===== config.mk =====
export PLATFORM = sky130hd
export DESIGN_NAME = tri_wire_raster
export DESIGN_NICKNAME = d
export VERILOG_FILES = /design/src/rtl/gfx_pkg.sv /design/src/rtl/line_stepper.sv /design/src/rtl/tri_wire_raster.sv
export SDC_FILE = /design/constraint.sdc
export NUM_CORES = 1
export LEC_CHECK = 0
export BUFFER_PORTS_ARGS = -buffer_cell sky130_fd_sc_hd__buf_2
export CORE_ASPECT_RATIO = 2
export CORE_MARGIN = 5
export CORE_UTILIZATION = 40
export CTS_CLUSTER_SIZE = 12
export DETAILED_ROUTE_END_ITERATION = 16
export GPL_ROUTABILITY_DRIVEN = 0
export PLACE_DENSITY = 0.6
export SLEW_MARGIN = 20
export SYNTH_ARGS = -nofsm -noshare
export SYNTH_HDL_FRONTEND = slang
export SYNTH_SLANG_ARGS = --single-unit
export TNS_END_PERCENT = 100

===== constraint.sdc =====
create_clock -name clk_in -period 5.8 [get_ports clk_in]
set_input_delay 1.74 -clock clk_in [delete_from_list [all_inputs] [get_ports clk_in]]
set_output_delay 1.74 -clock clk_in [all_outputs]
set_load 0.01 [all_outputs]

===== src/rtl/gfx_pkg.sv =====
// Shared graphics types for the projection -> raster -> framebuffer path.
// Latency: n/a (types and constants only).
// Backpressure: n/a.
package gfx_pkg;

    localparam int COORD_W = 9;
    localparam logic [COORD_W-1:0] SCREEN_W_MAX = 9'd511;
    localparam logic [11:0] COLOR = 12'hFFF;

    typedef struct packed {
        logic [COORD_W-1:0] x;
        logic [COORD_W-1:0] y;
        logic [COORD_W-1:0] z;
    } vertex_t;

    typedef enum logic [1:0] {
        COLLECT,
        SETUP,
        DRAW,
        DONE
    } raster_state_t;

endpackage


===== src/rtl/line_stepper.sv =====
// Integer Bresenham stepper for one edge; load captures endpoints, advance steps one pixel.
// Latency: position valid the cycle after load; one step per advance.
// Backpressure: holds position whenever advance is low.
module line_stepper
    import gfx_pkg::*;
(
    input  logic               clk,
    input  logic               rst,
    input  logic               load,
    input  logic [COORD_W-1:0] x0,
    input  logic [COORD_W-1:0] y0,
    input  logic [COORD_W-1:0] x1,
    input  logic [COORD_W-1:0] y1,
    input  logic               advance,
    output logic [COORD_W-1:0] x,
    output logic [COORD_W-1:0] y,
    output logic               last
);

    logic [COORD_W-1:0] x_end, y_end;
    logic signed [10:0] dx, dy, err;
    logic               sx_neg, sy_neg;

    logic signed [10:0] dx_raw, dy_raw, dx_abs, dy_abs;
    logic signed [11:0] e2, dx_w, dy_w;
    logic signed [10:0] err_next;
    logic               step_x, step_y;

    always_comb begin
        dx_raw   = $signed({2'b00, x1}) - $signed({2'b00, x0});
        dy_raw   = $signed({2'b00, y1}) - $signed({2'b00, y0});
        dx_abs   = dx_raw[10] ? -dx_raw : dx_raw;
        dy_abs   = dy_raw[10] ? -dy_raw : dy_raw;
        dx_w     = dx;
        dy_w     = dy;
        e2       = {err, 1'b0};
        step_x   = (e2 >= dy_w);
        step_y   = (e2 <= dx_w);
        // Both corrections are taken from the pre-step error term.
        err_next = err + (step_x ? dy : 11'sd0) + (step_y ? dx : 11'sd0);
        last     = (x == x_end) && (y == y_end);
    end

    always_ff @(posedge clk) begin
        if (rst) begin
            x      <= '0;
            y      <= '0;
            x_end  <= '0;
            y_end  <= '0;
            dx     <= '0;
            dy     <= '0;
            err    <= '0;
            sx_neg <= 1'b0;
            sy_neg <= 1'b0;
        end else if (load) begin
            x      <= x0;
            y      <= y0;
            x_end  <= x1;
            y_end  <= y1;
            dx     <= dx_abs;
            dy     <= -dy_abs;
            err    <= dx_abs - dy_abs;
            sx_neg <= !(x0 < x1);
            sy_neg <= !(y0 < y1);
        end else if (advance) begin
            err <= err_next;
            if (step_x) x <= sx_neg ? x - 9'd1 : x + 9'd1;
            if (step_y) y <= sy_neg ? y - 9'd1 : y + 9'd1;
        end
    end

endmodule


===== src/rtl/tri_wire_raster.sv =====
// Wireframe rasterizer: collects three vertices, walks v0->v1->v2->v0, one pixel per cycle.
// Latency: first pixel valid two cycles after the third vertex is accepted; one SETUP bubble per edge.
// Backpressure: pixel held stable until pix_ready_in; vertices refused (ready_out=0) while drawing.
module tri_wire_raster
    import gfx_pkg::*;
(
    input  logic                   clk_in,
    input  logic                   rst_in,
    input  logic [2:0][COORD_W-1:0] coor_in,
    input  logic                   valid_in,
    input  logic                   obj_done_in,
    output logic                   ready_out,
    output logic [COORD_W-1:0]     pix_x_out,
    output logic [COORD_W-1:0]     pix_y_out,
    output logic [11:0]            pix_color_out,
    output logic                   pix_valid_out,
    input  logic                   pix_ready_in,
    output logic                   obj_done_out
);

    raster_state_t      state;
    logic [1:0]         vcnt, edge_idx;
    logic               done_acc;
    logic [COORD_W-1:0] vx [3];
    logic [COORD_W-1:0] vy [3];

    vertex_t            vin;
    logic               unused_z;
    logic               accept, load, advance, last;
    logic [COORD_W-1:0] ex0, ey0, ex1, ey1;

    assign vin           = vertex_t'(coor_in);
    assign unused_z      = ^vin.z;
    assign accept        = (state == COLLECT) && valid_in && ready_out;
    assign load          = (state == SETUP);
    assign advance       = (state == DRAW) && pix_ready_in && !last;
    assign pix_color_out = COLOR;

    always_comb begin
        ex0 = vx[2];
        ey0 = vy[2];
        ex1 = vx[0];
        ey1 = vy[0];
        case (edge_idx)
            2'd0: begin ex0 = vx[0]; ey0 = vy[0]; ex1 = vx[1]; ey1 = vy[1]; end
            2'd1: begin ex0 = vx[1]; ey0 = vy[1]; ex1 = vx[2]; ey1 = vy[2]; end
            default: ;
        endcase
    end

    always_ff @(posedge clk_in) begin
        if (accept) begin
            vx[vcnt] <= vin.x;
            vy[vcnt] <= vin.y;
        end
    end

    line_stepper u_stepper (
        .clk     (clk_in),
        .rst     (rst_in),
        .load    (load),
        .x0      (ex0),
        .y0      (ey0),
        .x1      (ex1),
        .y1      (ey1),
        .advance (advance),
        .x       (pix_x_out),
        .y       (pix_y_out),
        .last    (last)
    );

    always_ff @(posedge clk_in) begin
        if (rst_in) begin
            state         <= COLLECT;
            vcnt          <= '0;
            edge_idx      <= '0;
            done_acc      <= 1'b0;
            ready_out     <= 1'b0;
            pix_valid_out <= 1'b0;
            obj_done_out  <= 1'b0;
        end else begin
            case (state)
                COLLECT: begin
                    obj_done_out <= 1'b0;
                    ready_out    <= 1'b1;
                    if (accept) begin
                        done_acc <= done_acc | obj_done_in;
                        if (vcnt == 2'd2) begin
                            state     <= SETUP;
                            edge_idx  <= '0;
                            ready_out <= 1'b0;
                        end else begin
                            vcnt <= vcnt + 2'd1;
                        end
                    end
                end
                SETUP: begin
                    state         <= DRAW;
                    pix_valid_out <= 1'b1;
                end
                DRAW: begin
                    if (pix_ready_in && last) begin
                        pix_valid_out <= 1'b0;
                        if (edge_idx == 2'd2) begin
                            state        <= DONE;
                            obj_done_out <= done_acc;
                        end else begin
                            edge_idx <= edge_idx + 2'd1;
                            state    <= SETUP;
                        end
                    end
                end
                default: begin
                    obj_done_out <= 1'b0;
                    done_acc     <= 1'b0;
                    vcnt         <= '0;
                    ready_out    <= 1'b1;
                    state        <= COLLECT;
                end
            endcase
        end
    end

endmodule


==> results.cfg <==
[detailed_routing]
drt_first_pass_iters = 5
routed_via_density = 5.38
drc = 0
initialDrtViolationCount = 306
num_vias = 8301
final_antenna_net_count = 0
wire_per_inst_um = 17.2
drt-total-wl_um = 26500

[timing]
slew_headroom_pct = 35.9
fin_skew_ns = 0.0112
slew_violations = 0
fin_tns_setup_ns = 0
grt_setup_unrepaired = false
final.setup.worst_slack_ns = 0.395
period_share_pct = 93.2
timing.hold.ws_ns = 0.452
worst_pin_slew_ns = 0.962
min_period_ns = 5.41
finalHoldViolations = 0
setup_viol = 0
timing.fmax_mhz = 185

[pwr]
powerDensity_mw_per_mm2 = 696
ir_worst_vdd_v = 0.000291
total_power_mw = 8.02
pwr-share-seq_pct = 18.1
power.leakage_nw = 4.89
power_frac_clock_pct = 13.6
pwr-share-comb_pct = 68.3
p_int_mw = 4.25
sw_frac_of_total_pct = 47.0
p_switching_mw = 3.77

[yosys]
muxShareOfSynthArea_pct = 2.68
yosysWarnings = 0
synthSimpleGateAreaFrac_pct = 16.0
syn_avg_cell_area_um2 = 9.01
async_flop_share_pct = 0
synth_xor_area_share_pct = 7.37
synth_flop_cell = dfxtp_1
synthDominantCellAreaShare_pct = 15.7
synth_area_mm2 = 0.0103
synth_seq_cells = 135
synth-edff-count = 54
ys_seq_area_share_pct = 31.4
synth_compound_area_share_pct = 22.2
synthCells = 1146
synth_top_family_by_area = compound AO/OA/AOI/OAI gates
synth_cell_type_count = 109
synth_fa_ha_area_share_pct = 13.0
yosysTopAreaCell = dfxtp_1
synth_area_leaders = dfxtp_1 16%, edfxtp_1 16%, ha_1 9.8%

[global_route]
grt_pass1_vias = 8347
grt_overflow = 0
antenna_found_initial = 0
grt_first_pass_wirelength_um = 42100
grt_max_degree = 74
grt_use_total_pct = 18.7

[cells_and_area]
diodes = 0
syn_to_final_growth_pct = 11.7
num-nets-final = 1318
fill_cells = 2589
multi_input_area_mm2 = 0.00642
seqCellArea_mm2 = 0.00324
drive_gt1_share_pct = 13.5

[floorplan]
core_mm2 = 0.0255
die_h_um = 237
fp-row-count = 83
die_x_um = 124
start_util_pct = 40.4
io_pins = 65
die_area_mm2 = 0.0293

[setup_path]
rrSetupSlack_ns = 0.39
startpoint_type = flop
cp_data_arrival_time_ns = 5.72
worstPathRequired_ns = 6.12
crit_path_end_kind = flop
path_max_fanout = 4
critPathKind = reg2reg

[clock_tree]
numCtsBuffers = 17
post-cts-setup-buffers = 0
clk_latency_ns = 0.43
clockBufferDepth = 2
htreeDepth = 4
root_buffer = clkbuf_16
clock_sinks = 135
clkTransAtPathRegs_ns = 0.06
cts_tree = built
hold_buffers = 0

[flow_run]
cap_viol_max_count = 0

[place]
dpl.hpwl_um = 21100
portBuffers = 43
dp_slack_ns = 0.159

[min_path]
hp-class = reg2reg

[outcome]
status = finished, final reports clean
## through the flow
stage / instances / util [%] / area, um^2
6_report: 1542 / 45.1 / 11500
5_1_grt: 1542 / 45.1 / 11500
4_1_cts: 1542 / 45.0 / 11500
3_5_place_dp: 1510 / 42.6 / 10900
3_3_place_gp: 1510 / 42.6 / 10900
2_1_floorplan: 1157 / - / 10400
## power by group through the flow
stage          combinational, mW  clock (mW)  sequential, mW
6_report                    5.48        1.09            1.45
5_1_grt                     6.07        1.15            1.49
4_1_cts                     5.44        1.11            1.45
3_5_place_dp                5.38           0            1.47
3_3_place_gp                5.33           0            1.47
2_1_floorplan               3.98           0            1.42
## worst paths after layout
path | cells after the start | from | end
setup / recovery | 22 | u_stepper.dy[7] | u_stepper.err[9]
hold / removal | 2 | obj_done_out | obj_done_out
setup reg to reg | 22 | u_stepper.dy[7] | u_stepper.err[9]
hold reg to reg | 2 | obj_done_out | obj_done_out
## kinds of logic after synthesis
| kind of cell | after synthesis |
|---|---|
| AND/OR/NAND/NOR | 339 |
| AO/OA/AOI/OAI | 310 |
| buffers and inverters | 159 |
| flip-flops | 135 |
| adder cells (fa/ha/maj) | 98 |
| XOR/XNOR | 77 |
| multiplexers | 27 |
| other | 1 |
## cell usage in the layout (no fill, tap or decap), types with 9 or more instances in the layout
master,count
a21o_1,18
a21oi_1,67
dfxtp_1,81
edfxtp_1,54
a211oi_1,37
o211a_1,9
nor3_1,20
mux2i_1,22
nor2_1,98
nand2_1,110
buf_2,43
o21ai_0,36
clkbuf_16,19
a22o_1,21
inv_1,97
nor2b_1,13
xnor2_1,43
and2_1,9
ha_1,77
fa_1,16
nand3_1,16
conb_1,12
nor4_1,11
buf_4,29
a22oi_1,20
xor2_1,29
## critical path, stage by stage, from the launching register on
cell      delay, ns
dfxtp_1        0.36
inv_1          0.06
ha_1           0.29
a21o_1         0.12
a211oi_1       0.12
a221oi_1       0.55
nand2_1        0.17
a21oi_1        0.57
nand2_1        0.15
fa_1           0.50
inv_1          0.04
ha_1           0.22
fa_1           0.41
a21o_1         0.20
a21oi_1        0.24
o21bai_1       0.11
a21oi_1        0.26
o21bai_1       0.12
a21oi_1        0.19
xnor2_1        0.14
a211o_1        0.16
o311ai_1       0.09
nor4_1         0.23
## flip-flops by register name, summed over array words and instances, names as in the netlist
signal	cells
done_acc	1
vy	27
u_stepper.sx_neg	1
u_stepper.x_end	9
u_stepper.sy_neg	1
obj_done_out	1
u_stepper.dy	11
state	2
edge_idx	2
ready_out	1
pix_valid_out	1
u_stepper.y_end	9
vcnt	2
u_stepper.dx	11
u_stepper.err	11
vx	27
u_stepper.x	9
u_stepper.y	9
## layout make-up
cell class	count	share of cell area, %
Sequential cell	135	28.1
Tap cell	340	3.69
Inverter	98	3.19
Multi-Input combinational cell	863	55.7
Clock buffer	24	4.56
Timing Repair Buffer	74	4.03
Clock inverter	8	0.727
## synthesized netlist by cell type (all sizes together), types with 9 or more instances
cell,instances
nor2b,14
nor2,99
dfxtp,81
a22oi,21
a211oi,42
nand3,16
and2,10
ha,81
fa,16
mux2i,22
a21o,21
buf,30
nand2,110
xor2,30
inv,97
o21ai,42
nor4,11
nor3,20
a22o,22
xnor2,44
edfxtp,54
clkbuf,30
o211a,9
a21oi,70
## repair_timing
action,CTS,global route
endpoints found under the hold margin,0,0
endpoints found under the setup margin,0,2
gates resized for setup,0,9
## metal layers
metal / wire (um) / part of all wire (%) / track usage (%)
met3: 579 / 2.2 / 2.52
met1: 9440 / 36 / 18.2
met4: 1380 / 5.2 / 10.1
met2: 15100 / 57 / 36.4
met5: 0 / 0 / 0
(Power assumes the default switching activity.)
